**config.mk**
```make
export PLATFORM = sky130hd
export DESIGN_NAME = lock_entry_fsm_flat
export DESIGN_NICKNAME = d
export VERILOG_FILES = /design/src/rtl/lock_entry_fsm_pkg.sv /design/src/rtl/lock_entry_fsm_if.sv /design/src/rtl/lock_entry_fsm_lockout_timer.sv /design/src/rtl/lock_entry_fsm.sv /design/src/flat_wrapper.sv
export SDC_FILE = /design/constraint.sdc
export NUM_CORES = 1
export LEC_CHECK = 0
export ABC_AREA = 1
export CAP_MARGIN = 20
export CORE_ASPECT_RATIO = 0.8
export CORE_MARGIN = 1.5
export CORE_UTILIZATION = 37
export DETAILED_ROUTE_END_ITERATION = 6
export GPL_TIMING_DRIVEN = 0
export PLACE_DENSITY_LB_ADDON = 0.2
export SLEW_MARGIN = 20
export SYNTH_ARGS = -nofsm -noshare
export SYNTH_HDL_FRONTEND = slang
export SYNTH_HIERARCHICAL = 1
export SYNTH_SLANG_ARGS = --single-unit
export TNS_END_PERCENT = 10
```
**constraint.sdc**
```tcl
create_clock -name clk -period 3.6 [get_ports clk]
set_clock_uncertainty 0.05 [all_clocks]
set_input_delay 0.72 -clock clk [delete_from_list [all_inputs] [get_ports clk]]
set_output_delay 0.72 -clock clk [all_outputs]
set_load 0.01 [all_outputs]
```
**src/rtl/lock_entry_fsm_pkg.sv**
```systemverilog
// Shared types and constants for the keypad lock entry controller.
package lock_pkg;

    localparam int IDX_W       = 3;
    localparam int DEF_DIGIT_W = 4;

    typedef enum logic [2:0] {
        CLEAR   = 3'd0,
        ENTRY   = 3'd1,
        CHECK   = 3'd2,
        FAIL    = 3'd3,
        LOCKOUT = 3'd4,
        OPEN    = 3'd5,
        PCLR    = 3'd6,
        PROG    = 3'd7
    } lock_state_t;

endpackage

```
**src/rtl/lock_entry_fsm_if.sv**
```systemverilog
// Keypad, digit-counter and status signals of the lock entry controller.
interface lock_entry_fsm_if
    import lock_pkg::*;
#(
    parameter int DIGIT_W = DEF_DIGIT_W
);
    logic               digit_valid;
    logic [DIGIT_W-1:0] digit;
    logic               abort;
    logic               lock;
    logic               prog;
    logic [IDX_W-1:0]   index;
    logic               inc;
    logic               cnt_clr;
    logic               unlocked;
    logic               error;
    logic               locked_out;

    modport master (
        output digit_valid, digit, abort, lock, prog, index,
        input  inc, cnt_clr, unlocked, error, locked_out
    );

    modport slave (
        input  digit_valid, digit, abort, lock, prog, index,
        output inc, cnt_clr, unlocked, error, locked_out
    );
endinterface

```
**src/rtl/lock_entry_fsm_lockout_timer.sv**
```systemverilog
// Loadable down-counter timing the lockout period; done while the count is zero.
module lockout_timer
    import lock_pkg::*;
#(
    parameter int LOCKOUT_CYCLES = 1000
) (
    input  logic clk,
    input  logic rst,
    input  logic i_load,
    input  logic i_run,
    output logic o_done
);
    localparam int TMR_W = (LOCKOUT_CYCLES > 1) ? $clog2(LOCKOUT_CYCLES) : 1;
    localparam logic [TMR_W-1:0] LOAD_VAL = TMR_W'(LOCKOUT_CYCLES - 1);

    logic [TMR_W-1:0] r_count;

    always_ff @(posedge clk or negedge rst) begin
        if (!rst) begin
            r_count <= '0;
        end else if (i_load) begin
            r_count <= LOAD_VAL;
        end else if (i_run && (r_count != '0)) begin
            r_count <= r_count - TMR_W'(1);
        end
    end

    assign o_done = (r_count == '0);
endmodule

```
**src/rtl/lock_entry_fsm.sv**
```systemverilog
// Keypad lock controller: digit compare, open/relock, reprogramming and timed lockout.
//   state   | meaning
//   CLEAR   | clear digit counter and mismatch flag
//   ENTRY   | collecting combination digits
//   CHECK   | evaluate mismatch flag
//   FAIL    | error pulse, decide lockout
//   LOCKOUT | all keys ignored until timer expires
//   OPEN    | unlocked, waiting for lock or prog
//   PCLR    | clear digit counter before programming
//   PROG    | writing new combination digits
module lock_entry_fsm
    import lock_pkg::*;
#(
    parameter int                            CODE_LEN       = 4,
    parameter int                            DIGIT_W        = DEF_DIGIT_W,
    parameter logic [CODE_LEN*DIGIT_W-1:0]   DEFAULT_CODE   = 16'h1234,
    parameter int                            MAX_FAILS      = 3,
    parameter int                            LOCKOUT_CYCLES = 1000
) (
    input  logic             clk,
    input  logic             rst,
    lock_entry_fsm_if.slave  bus
);
    localparam int                 FAIL_W   = $clog2(MAX_FAILS + 1);
    localparam logic [FAIL_W-1:0]  MAX_F    = FAIL_W'(MAX_FAILS);
    localparam logic [IDX_W-1:0]   LAST_IDX = IDX_W'(CODE_LEN - 1);

    lock_state_t        r_state;
    lock_state_t        w_next;
    logic [DIGIT_W-1:0] r_code [CODE_LEN];
    logic               r_mis;
    logic [FAIL_W-1:0]  r_fails;
    logic               r_cnt_clr;
    logic [DIGIT_W-1:0] w_code_digit;
    logic               w_idx_ok;
    logic               w_digit_mis;
    logic               w_last;
    logic               w_accept;
    logic               w_tmr_load;
    logic               w_tmr_done;

    // An out-of-range index never matches any stored digit.
    always_comb begin
        w_code_digit = '0;
        w_idx_ok     = 1'b0;
        for (int i = 0; i < CODE_LEN; i++) begin
            if (bus.index == IDX_W'(i)) begin
                w_code_digit = r_code[i];
                w_idx_ok     = 1'b1;
            end
        end
    end

    assign w_digit_mis = !w_idx_ok || (bus.digit != w_code_digit);
    assign w_last      = (bus.index == LAST_IDX);
    assign w_accept    = bus.digit_valid && !bus.abort;
    assign w_tmr_load  = (r_state == FAIL) && (r_fails == MAX_F);

    lockout_timer #(
        .LOCKOUT_CYCLES (LOCKOUT_CYCLES)
    ) u_timer (
        .clk    (clk),
        .rst    (rst),
        .i_load (w_tmr_load),
        .i_run  (r_state == LOCKOUT),
        .o_done (w_tmr_done)
    );

    always_ff @(posedge clk or negedge rst) begin
        if (!rst) begin
            r_state <= CLEAR;
        end else begin
            r_state <= w_next;
        end
    end

    always_comb begin
        w_next = r_state;
        case (r_state)
            CLEAR:   w_next = ENTRY;
            ENTRY: begin
                if (bus.abort)                   w_next = CLEAR;
                else if (bus.digit_valid && w_last) w_next = CHECK;
            end
            CHECK:   w_next = r_mis ? FAIL : OPEN;
            FAIL:    w_next = (r_fails == MAX_F) ? LOCKOUT : CLEAR;
            LOCKOUT: if (w_tmr_done) w_next = CLEAR;
            OPEN: begin
                if (bus.lock)      w_next = CLEAR;
                else if (bus.prog) w_next = PCLR;
            end
            PCLR:    w_next = PROG;
            PROG: begin
                if (bus.abort)                      w_next = CLEAR;
                else if (bus.digit_valid && w_last) w_next = CLEAR;
            end
            default: w_next = CLEAR;
        endcase
    end

    always_ff @(posedge clk or negedge rst) begin
        if (!rst) begin
            for (int i = 0; i < CODE_LEN; i++) begin
                r_code[i] <= DEFAULT_CODE[i*DIGIT_W +: DIGIT_W];
            end
            r_mis     <= 1'b0;
            r_fails   <= '0;
            r_cnt_clr <= 1'b1;
        end else begin
            r_cnt_clr <= (w_next == CLEAR) || (w_next == PCLR);
            case (r_state)
                CLEAR: r_mis <= 1'b0;
                ENTRY: if (w_accept) r_mis <= r_mis | w_digit_mis;
                CHECK: begin
                    if (!r_mis)              r_fails <= '0;
                    else if (r_fails != MAX_F) r_fails <= r_fails + FAIL_W'(1);
                end
                FAIL:  if (r_fails == MAX_F) r_fails <= '0;
                PROG: begin
                    for (int i = 0; i < CODE_LEN; i++) begin
                        if (w_accept && (bus.index == IDX_W'(i))) r_code[i] <= bus.digit;
                    end
                end
                default: ;
            endcase
        end
    end

    always_comb begin
        bus.inc        = bus.digit_valid && ((r_state == ENTRY) || (r_state == PROG));
        bus.cnt_clr    = r_cnt_clr;
        bus.unlocked   = (r_state == OPEN) || (r_state == PCLR) || (r_state == PROG);
        bus.error      = (r_state == FAIL);
        bus.locked_out = (r_state == LOCKOUT);
    end
endmodule

```
**src/flat_wrapper.sv**
```systemverilog
// flat-port wrapper written by rule: the top's interface ports become plain ports
module lock_entry_fsm_flat import lock_pkg::*;
#(
    parameter int                            CODE_LEN       = 4,
    parameter int                            DIGIT_W        = DEF_DIGIT_W,
    parameter logic [CODE_LEN*DIGIT_W-1:0]   DEFAULT_CODE   = 16'h1234,
    parameter int                            MAX_FAILS      = 3,
    parameter int                            LOCKOUT_CYCLES = 1000
)
  (clk, rst, bus_digit_valid, bus_digit, bus_abort, bus_lock, bus_prog, bus_index, bus_inc, bus_cnt_clr, bus_unlocked, bus_error, bus_locked_out);
  lock_entry_fsm_if #(.DIGIT_W(DIGIT_W)) bus_i ();
  input  logic clk;
  input  logic rst;
  input wire logic [$bits(bus_i.digit_valid)-1:0] bus_digit_valid;
  input wire logic [$bits(bus_i.digit)-1:0] bus_digit;
  input wire logic [$bits(bus_i.abort)-1:0] bus_abort;
  input wire logic [$bits(bus_i.lock)-1:0] bus_lock;
  input wire logic [$bits(bus_i.prog)-1:0] bus_prog;
  input wire logic [$bits(bus_i.index)-1:0] bus_index;
  output wire logic [$bits(bus_i.inc)-1:0] bus_inc;
  output wire logic [$bits(bus_i.cnt_clr)-1:0] bus_cnt_clr;
  output wire logic [$bits(bus_i.unlocked)-1:0] bus_unlocked;
  output wire logic [$bits(bus_i.error)-1:0] bus_error;
  output wire logic [$bits(bus_i.locked_out)-1:0] bus_locked_out;
  assign bus_i.digit_valid = bus_digit_valid;
  assign bus_i.digit = bus_digit;
  assign bus_i.abort = bus_abort;
  assign bus_i.lock = bus_lock;
  assign bus_i.prog = bus_prog;
  assign bus_i.index = bus_index;
  assign bus_inc = bus_i.inc;
  assign bus_cnt_clr = bus_i.cnt_clr;
  assign bus_unlocked = bus_i.unlocked;
  assign bus_error = bus_i.error;
  assign bus_locked_out = bus_i.locked_out;
  lock_entry_fsm #(.CODE_LEN(CODE_LEN), .DIGIT_W(DIGIT_W), .DEFAULT_CODE(DEFAULT_CODE), .MAX_FAILS(MAX_FAILS), .LOCKOUT_CYCLES(LOCKOUT_CYCLES)) u_core (.clk(clk), .rst(rst), .bus(bus_i));
endmodule
```
# ---- After elaboration in Yosys (flattened, before gate mapping)
# Index checks and enable logic that the tools add are counted.
dict set report totals {
  elab_cells 85
  regBits 33
  output_inout_bits 5
  input_bits 13
}
dict set report classes {
  n_reduce_logical 30
  muxes 26
  addsub 2
  n_eq_ne 17
  bitwise 1
}
# op n
set ops {}
lappend ops {{$mux 3} 9}
lappend ops {{$pmux 3 s8} 1}
lappend ops {{$mux 10} 2}
lappend ops {{$mux 4} 4}
lappend ops {{$eq 3x3->1 const B} 5}
lappend ops {{$eq 3x2->1 const B} 4}
lappend ops {{$logic_not 10->1} 1}
lappend ops {{$reduce_and 2->1} 5}
lappend ops {{$reduce_bool 10->1} 1}
lappend ops {{$sub 10x1->10 const B} 1}
lappend ops {{$logic_and 1x1->1} 9}
lappend ops {{$logic_not 3->1} 3}
lappend ops {{$eq 3x1->1 const B} 2}
lappend ops {{$mux 2} 3}
lappend ops {{$reduce_bool 2->1} 3}
lappend ops {{$logic_or 1x1->1} 5}
lappend ops {{$mux 1} 5}
lappend ops {{$ne 2x1->1 const B} 2}
lappend ops {{$ne 4x4->1} 1}
lappend ops {{$pmux 2 s2} 1}
lappend ops {{$ne 3x3->1 const B} 1}
lappend ops {{$reduce_and 3->1} 1}
lappend ops {{$add 2x1->2 const B} 1}
lappend ops {{$eq 2x2->1 const B} 1}
lappend ops {{other kinds (4)} 5}

# ---- Logic depth before layout (Yosys ltp)
# Gate-level depths: netlist (run 1).
dict set report depth {
  word_depth 10
  ltp_mapped 12
  ltp_nobuf 12
}

# ---- Modules after synthesis
# Netlist (run 1), hierarchy kept.
# mod cells_each seq_area_each_um2 instances area_each_um2
set by_module_without_submodules {}
lappend by_module_without_submodules {lock_entry_fsm 175 583.1 1 1311.3}
lappend by_module_without_submodules {lockout_timer 96 250.2 1 688.2}

# ---- Worst setup path after synthesis (run 1)
# No wires, ideal clock.
dict set report synth_path {
  path_type {reg-to-output}
  startpoint {register u_core.r_state[1]}
  endpoint {output port bus_locked_out}
  stages_incl_launch_ff 2
  path_slack_ns 1.777
  required_ns 2.830
  path_buffers 0
  t_arrival_ns 1.053
  path_cell_list {dfrtp_1 nor3_1}
}
dict set report synth_via {
  elab_chain_len 1
}
# item line_no
set synth_lines {}
lappend synth_lines {{start: declaration} lock_entry_fsm.sv:28} ;# lock_state_t r_state;
lappend synth_lines {{start signal: assignment} lock_entry_fsm.sv:73} ;# r_state <= w_next;
lappend synth_lines {{$eq 3x3->1} lock_entry_fsm.sv:134} ;# bus.locked_out = (r_state == LOCKOUT);
lappend synth_lines {{end: declaration} flat_wrapper.sv:24} ;# output wire logic [$bits(bus_i.locked_out)-1:0] bus_locked_out;
# No other way between the ends.

# ---- Worst setup path after layout (run 1)
dict set report layout_path {
  startpoint {register u_core.r_state[2]}
  endpoint {output port bus_locked_out}
}
# The elaborated chain is that of the path after synthesis.

==> metrics, run 1 <==
crit end category=output pin; reg2reg start=u_core/u_timer/r_count[0]; Post-CTS Repair Setup Buffers=0; Critical path origin=u_core/r_state[2]; Worst-Skew Late Latency=about 0.28 ns; total power=about 1.1 mW; Iteration-0 DRC Markers=127; total placed cells including tap cells=approximately 350; ANT nets after route=0; ys async rst share=100%; GPL Wtd Cong=between 0.7 and 0.8; status=finished with violations; fin util=46.7%; ranking of synthesized cells by area=dfrtp_1 (34%), nand2_1 (12%), nand3_1 (10%); # DRC=1; mapped cell area=approximately 0.002 sq mm; Die Y=68.8 microns; PD cells=between 400 and 500 mW/mm^2; clock transition at the registers of the reported paths=0.07 ns; Post-CTS Hold Buffers=0; Post-Syn Nets=286; gr ovfl total=0; Post-Place Setup Slack=~0.91 ns; relative slew slack=~50%; Setup CP Type=register to output pin; drt wl/cell=11.9 microns; Reg2Reg Depth=12; synthesized instance count=~270; die width=between 80 and 90 microns; Placed Instance Area=between 0.002 and 0.0025 sq mm; Final Non-Filler Cells=about 360; Leakage Power=1.20 nW; via count=~1,800; Final period util=between 70% and 80%; Area Overhead vs Synth=19.0%; final hold vios=0; # IOs=18; Psw=354 uW; H-tree depth=2; clock power share=between 30% and 40%; Synth top area share=about 34%; CTS sink cnt=33; Fmax achieved=between 300 and 400 MHz; Slew Viols, Final=0; post-synthesis cell type with the largest combined area=dfrtp_1; Tightest Hold Check Type=input pin to async pin; critical path required time=2.83 ns; # Max-Cap Violations=0; diode count=0; share of post-route cells with drive strength above 1=15.8%; synthesized area per cell=between 7 and 8 sq um; Die ar.=a little under 0.006 sq mm; Synth cell types=27; Pint=around 780 uW; Starting Density=39.3%; RSZ-0062 raised after global routing=no; fin nets=a little over 300; first-pass GRT wire length=between 7000 and 8000 microns; final worst setup slack=about 0.80 ns; r2r endpoint=u_core/bus.cnt_clr; failing checks=design-rule violations; Clock Path Buffers=2; I/O Buffers=17; cts repair resizes=0; #FFs+latches synth=33; initial antenna violation count=0; Critical Path AT=between 2 and 2.5 ns; Combinational Power Share=28.9%; vias in the first global route=about 1,600; Startpoint Class=register; WHS=between 0.2 and 0.25 ns; Final Cell Area=between 0.002 and 0.0025 sq mm; register area share after synthesis=41.7%; yosys warns=6; final wirelength=4270 microns; DPL Wire Length=~3300 microns; power share of the sequential group=about 40%; DR vias/cell=slightly below 5; total CTS buffers=5; switch share=between 30% and 40%; Placement Rows=23; crit path to=bus_locked_out; setup_tns=0 ns; Final Setup Violations=0; Clock Tree Root=clkbuf_8; first-pass iteration count of the detailed router=6; pin count of the biggest net entering global routing=27; Max FO, Critical Path=6; CORE AREA=roughly 0.005 sq mm; Total GRT Usage=16.4%; Post-synth EDFFs=0; worst reg-to-reg setup slack=about 1.6 ns; Max IR drop VDD=about 0.00016 V; Final min period=2.80 ns; Primary FF master, synth=dfrtp_1; worst-margin pin slew=approximately 0.74 ns; TritonCTS clock tree=built
-- cell usage after synthesis (all sizes together) (2+ instances only) --
| cell | count |
|---|---|
| dfstp | 6 |
| a21oi | 3 |
| nand3 | 42 |
| ha | 2 |
| nor3 | 4 |
| a31oi | 2 |
| nor2 | 31 |
| inv | 39 |
| o21ai | 33 |
| dfrtp | 27 |
| nand4 | 3 |
| nand2 | 72 |
-- power by group through the flow --
stage	combinational, mW	clock [mW]	sequential [mW]
after floorplan	0.237	0	0.453
after CTS	0.329	0.369	0.451
final	0.327	0.355	0.452
after global routing	0.381	0.387	0.459
after detailed placement	0.326	0	0.458
after global placement	0.320	0	0.457
-- sequential cells by signal, summed over array words and instances, names as in the netlist --
signal                  cells
u_core/r_code              16
u_core/r_state              3
u_core/r_mis                1
u_core/bus.cnt_clr          1
u_core/r_fails              2
u_core/u_timer/r_count     10
-- kinds of logic (layout without fill, tap and decap cells) --
group / after synthesis / in the layout / share of synthesized area, %
AO/OA/AOI/OAI: 40 / 40 / 12.0
AND/OR/NAND/NOR: 154 / 154 / 36.5
buffers and inverters: 41 / 67 / 8.07
XOR/XNOR: 1 / 1 / 0.438
flip-flops: 33 / 33 / 41.7
adder cells (fa/ha/maj): 2 / 2 / 1.25
-- placed cells by master (no fill, tap or decap), types with 5 or more instances in the layout --
cell type / instances
dfstp_2: 6
nor2_1: 25
inv_1: 34
inv_2: 5
clkdlybuf4s50_1: 16
clkbuf_8: 6
o21ai_0: 24
dfrtp_1: 27
o21ai_2: 7
nand2_1: 65
nand3_1: 40
-- layout make-up --
| class | instances | area [sq um] |
|---|---|---|
| timing repair buffer | 18 | 185 |
| multi-input combinational | 197 | 1000 |
| buffer | 2 | 15.0 |
| inverter | 39 | 146 |
| clock buffer | 7 | 86.3 |
| fill | 526 | 2720 |
| clock inverter | 1 | 30.0 |
| tap | 62 | 77.6 |
| sequential | 33 | 833 |
-- critical path, stage by stage, from the launching register on --
cell             delay, ns
dfrtp_1               0.38
inv_1                 0.11
nor3_1                0.59
clkdlybuf4s50_1       0.67
-- worst min path at each step --
stage / startpoint / end / slack [ns] / cells past startpoint
after detailed placement: u_core/r_code[2] / u_core/r_code[2] / 0.42 / 2
final: rst / u_core/r_code[1] / 0.24 / 1
after global placement: u_core/r_code[2] / u_core/r_code[2] / 0.42 / 2
after floorplan: rst / u_core/r_code[10] / 0.37 / 0
after global routing: rst / u_core/r_code[1] / 0.24 / 1
after CTS: rst / u_core/r_code[1] / 0.24 / 1
-- per-layer routing --
metal  wire, microns  share of wire (%)  track usage (%)
met2            1670                 39             24.2
met5               0                  0                0
met3             198                4.6             4.40
met1            2390                 56             24.2
met4              13               0.30             2.87
(Power assumes the default switching activity.)
==> run 2, diff against run 1 <==
Clock period 3.6 ns to 2.6 ns, I/O delays scaled along.
==> metrics, run 2 (synthesis results as in run 1) <==
status=finished with violations; failing checks=design-rule violations; max FFs per register=16 (unchanged); Leakage Power=1.20 nW (+0.17%); final wirelength=4280 microns (+0.28%); Final Setup Violations=0 (unchanged); Final period util=between 90 and 100%; TritonCTS clock tree=built; Die Y=68.8 microns (unchanged); setup_tns=0 ns (unchanged); pin count of the biggest net entering global routing=27 (unchanged); worst path cell trace=inv_1 > nor2_1 > nand2_1 > a21oi_1 > clkdlybuf4s50_1; fin nets=311 (unchanged); Final Non-Filler Cells=359 (unchanged); Worst-Skew Late Latency=0.28 ns (about the same); Starting Density=39.3% (unchanged); Placement Rows=23 (unchanged); Iteration-0 DRC Markers=121 (-4.7%); DR vias/cell=4.91 (unchanged); Critical Path Max Stage Delay=0.55 ns (-0.12 ns); final hold vios=0 (unchanged); worst reg-to-reg setup slack=0.58 ns (-1.00 ns); fin util=46.8% (+0.098 points); Buf/Inv on CP=2 (unchanged); Final Cell Area=0.00238 sq mm (+0.21%); total CTS buffers=5 (unchanged); # IOs=18 (unchanged); commonest non-fill, non-tap cell in the layout=nand2_1; Clock Path Buffers=2 (unchanged); total power=1.57 mW (+39%); RSZ-0062 raised after global routing=no; biggest regs=u_core/r_code x16, u_core/u_timer/r_count x10, u_core/r_state x3; Critical Path AT=1.79 ns (-0.24 ns); worst-margin pin slew=0.452 ns (-0.292 ns); most frequent cells in the layout=nand2_1 (65), nand3_1 (40), inv_1 (34); crit-path leading delay family=buffers and inverters; largest register by flop count=u_core/r_code; total placed cells including tap cells=351 (unchanged); initial antenna violation count=0 (unchanged); CTS sink cnt=33 (unchanged); CORE AREA=0.00509 sq mm (unchanged); relative slew slack=69.7% (+20 points); first-pass iteration count of the detailed router=6 (unchanged); Post-CTS Hold Buffers=0 (unchanged); I/O Buffers=17 (unchanged); # DRC=1 (unchanged); Startpoint Class=register; Tightest Hold Check Type=input pin to async pin; via count=1,764 (unchanged); Die ar.=0.00586 sq mm (unchanged); DPL Wire Length=3300 microns (unchanged); die width=85.2 microns (unchanged); crit end category=output pin; Placed Instance Area=0.00226 sq mm (unchanged); CP max-delay cell=clkdlybuf4s50_1; Setup CP Type=register to output pin; Final min period=around 2.4 ns; GPL Wtd Cong=0.781 (unchanged); # Max-Cap Violations=0 (unchanged); PD cells=660 mW/mm^2 (+38%); diode count=0 (unchanged); ANT nets after route=0 (unchanged); clock transition at the registers of the reported paths=0.07 ns (about the same); Clock Tree Root=clkbuf_8; first-pass GRT wire length=7470 microns (about the same); vias in the first global route=1,553 (unchanged); Area Overhead vs Synth=19.2%; share of post-route cells with drive strength above 1=16.2% (+0.34 points); Max FO, Critical Path=5 (-1); Post-CTS Repair Setup Buffers=0 (unchanged); critical path required time=2.03 ns (-0.80 ns); Total GRT Usage=16.4% (+0.026 points); Slew Viols, Final=0 (unchanged); drt wl/cell=11.9 microns (+0.28%); Max IR drop VDD=0.000215 V (+39%); Fmax achieved=424 MHz; H-tree depth=2 (unchanged); gr ovfl total=0 (unchanged)
==> run 2: cell counts in the layout (fill, tap and decap cells not counted) <==
No cell type changed its count.
==> run 2: per-stage QoR <==
step,hold WS [ns],setup WS [ns]
final,0.0436,0.241
after global routing,0.0398,0.0461
after CTS,0.0366,0.244
after detailed placement,0.341,0.275
after global placement,0.417,0.200
after floorplan,0.174,0.801
==> run 2: path summary, 6_finish.rpt <==
check                                          start            endpoint  cells past startpoint
setup / recovery                   u_core/r_state[0]             bus_inc                      5
hold / removal                                   rst    u_core/r_code[1]                      1
setup reg to reg           u_core/u_timer/r_count[0]  u_core/bus.cnt_clr                     12
hold reg to reg                     u_core/r_code[6]    u_core/r_code[6]                      2
max in group asynchronous                        rst  u_core/bus.cnt_clr                      2
min in group clk                    u_core/r_code[6]    u_core/r_code[6]                      2
==> run 2: layout make-up <==
| cell class | instances | area [sq um] |
|---|---|---|
| inverters | 39 | 146 |
| well taps | 62 | 77.6 |
| clock buffers | 7 | 86.3 |
| clock inverters | 1 | 30.0 |
| repair buffers | 18 | 185 |
| plain buffers | 2 | 15.0 |
| flip-flops and latches | 33 | 833 |
| multi-input cells | 197 | 1010 |
| fillers | 525 | 2710 |
==> run 2: repair_timing <==
action | in CTS | in global routing
endpoints found under the setup margin | 1 | 0
resized for setup | 1 | 0
endpoints found under the hold margin | 0 | 0
==> run 2: report_power, final <==
| group | total [mW] | switching (mW) | leakage, nW | internal (mW) |
|---|---|---|---|---|
| clock network | 0.492 | 0.179 | 0.0585 | 0.312 |
| logic | 0.454 | 0.262 | 0.712 | 0.192 |
| registers | 0.627 | 0.0499 | 0.431 | 0.577 |
| total | 1.57 | 0.491 | 1.20 | 1.08 |
==> run 2: layer usage <==
metal / part of all wire, % / global-route usage [%] / vias to the layer above
met4: 0.30 / 2.87 / 0
met5: 0 / 0 / -
met1: 56 / 24.2 / 798
met2: 39 / 24.2 / 29
li1: - / - / 935
met3: 4.6 / 4.40 / 2
==> run 3, diff against run 2 <==
Settings changed: RECOVER_POWER from default to 50, SLEW_MARGIN 20 to default.
==> metrics, run 3 (synthesis results as in run 1) <==
status=finished with violations; failing checks=design-rule violations, max-capacitance violations, max-slew violations; fin nets=310 (-0.32%); crit end category=output pin; Multi-input gate area=0.00101 sq mm (unchanged); Setup CP Type=register to output pin; worst reg-to-reg setup slack=0.58 ns (about the same); reg2reg start=u_core/u_timer/r_count[0]; max FFs per register=16 (unchanged); final wirelength=4290 microns (+0.26%); r2r endpoint=u_core/bus.cnt_clr; Die Y=68.8 microns (unchanged); Critical Path Max Stage Delay=0.55 ns (about the same); CORE AREA=0.00509 sq mm (unchanged); via count=1,725 (-2.2%); worst-margin pin slew=1.78 ns (+1.33 ns); Worst-Skew Late Latency=0.28 ns (about the same); commonest non-fill, non-tap cell in the layout=nand2_1; # Max-Cap Violations=1 (+1); GPL Wtd Cong=0.781 (unchanged); share of post-route cells with drive strength above 1=15.5% (-0.62 points); Area Overhead vs Synth=18.1%; ANT nets after route=0 (unchanged); drt wl/cell=12.0 microns (+0.54%); I/O Buffers=17 (unchanged); H-tree depth=2 (unchanged); most frequent cells in the layout=nand2_1 (65), nand3_1 (40), inv_1 (34); Final Non-Filler Cells=358 (-0.28%); Max FO, Critical Path=5 (unchanged); TritonCTS clock tree=built; largest register by flop count=u_core/r_code; Starting Density=39.3% (unchanged); Die ar.=0.00586 sq mm (unchanged); diode count=0 (unchanged); Reg area=833 sq um (unchanged); Placement Rows=23 (unchanged); RSZ-0062 raised after global routing=no; Slew Viols, Final=34 (+34); Hold Path Sink=u_core/r_code[6]; Clock Tree Root=clkbuf_8; Final period util=91.2% (+0.46 points); biggest regs=u_core/r_code x16, u_core/u_timer/r_count x10, u_core/r_state x3; Reg2Reg Depth=12 (unchanged); Max IR drop VDD=0.000239 V (+11%); DPL Wire Length=3190 microns (-3.3%); WHS=0.438 ns (+0.394 ns); Post-CTS Repair Setup Buffers=0 (unchanged); clock transition at the registers of the reported paths=0.07 ns (about the same); relative slew slack=-18.8% (-89 points); total placed cells including tap cells=350 (-0.28%); # IOs=18 (unchanged); initial antenna violation count=0 (unchanged); PD cells=667 mW/mm^2 (+1.1%); Critical Path AT=1.80 ns (about the same); Iteration-0 DRC Markers=73 (-40%); first-pass GRT wire length=7540 microns (+1.0%); Total GRT Usage=16.6% (+0.24 points); Clock Path Buffers=2 (unchanged); DR vias/cell=4.82 (-1.9%); setup_tns=0 ns (unchanged); Startpoint Class=register; CTS sink cnt=33 (unchanged); CP max-delay cell=clkdlybuf4s50_1; first-pass iteration count of the detailed router=6 (unchanged); final-layout fill cell count=508 (-3.2%); final hold vios=0 (unchanged); hold path depth=2; total CTS buffers=5 (unchanged); Final min period=2.37 ns (+0.0119 ns); Final Setup Violations=0 (unchanged); die width=85.2 microns (unchanged); Tightest Hold Check Type=register to register; vias in the first global route=1,575 (+1.4%); worst path cell trace=inv_1 > nor2_1 > nand2_1 > a21oi_1 > clkdlybuf4s50_1; Leakage Power=1.19 nW (-0.99%); # DRC=1 (unchanged); min-delay src=u_core/r_code[6]; Fmax achieved=422 MHz (-0.50%); gr ovfl total=0 (unchanged); critical path required time=2.03 ns (about the same); pin count of the biggest net entering global routing=34 (+26%)
-- run 3: changes by cell type in the layout (fill, tap and decap cells not counted), sizes merged --
| cell | previous run | this run |
|---|---|---|
| dlygate4sd3 | 0 | 1 |
| clkdlybuf4s50 | 16 | 15 |
| buf | 3 | 1 |
| clkbuf | 8 | 9 |
-- run 3: worst max-delay path by stage --
stage,start,endpoint,slack [ns],depth (start not counted)
after CTS,u_core/r_state[0],bus_inc,0.23,5
after global placement,rst,u_core/r_state[0],0.20,1
after global routing,u_core/r_state[0],bus_inc,0.04,5
after floorplan,u_core/u_timer/r_count[0],u_core/bus.cnt_clr,0.80,12
final,u_core/r_state[0],bus_inc,0.23,5
after detailed placement,bus_index[2],u_core/r_mis,0.28,11
-- run 3: per-layer routing --
layer / vias to the layer above / GRT usage (%) / part of all wire [%]
met5: - / 0 / 0
met4: 0 / 5.53 / 0.79
met3: 2 / 3.69 / 4.2
met2: 29 / 25.1 / 39
met1: 765 / 23.7 / 56
li1: 929 / - / -
-- run 3: through the flow --
step | power, mW | instance area, sq um | setup WS [ns] | util (%)
CTS | 1.60 | 2360 | 0.228 | 46.4
floorplan | 0.956 | 2000 | 0.801 | -
global placement | 1.08 | 2250 | 0.200 | 44.1
global route | 1.70 | 2360 | 0.0408 | 46.4
detailed placement | 1.08 | 2240 | 0.283 | 44.0
finish | 1.57 | 2360 | 0.229 | 46.4
-- run 3: layout make-up --
cell class	count	share of cell area, %
well taps	62	3.28
clock inverters	1	1.27
multi-input cells	197	42.7
plain buffers	2	0.636
clock buffers	7	3.65
inverters	39	6.20
flip-flops and latches	33	35.3
repair buffers	17	6.94
-- run 3: critical path: cells and delay by family, from the launching register on --
kind / cells / cell delay, ns
flops: 1 / 0.43
buf+inv: 2 / 0.67
compound gates: 1 / 0.15
simple gates: 2 / 0.28
-- run 3: repair_timing --
action	CTS	global route
endpoints found under the hold margin	0	0
hold buffers	0	0
resized for setup	1	0
endpoints found under the setup margin	1	0
-- run 3: power by group --
| part | switching [mW] | total [mW] | internal (mW) |
|---|---|---|---|
| sequential | 0.0508 | 0.628 | 0.577 |
| combinational | 0.260 | 0.449 | 0.188 |
| clock | 0.186 | 0.498 | 0.312 |
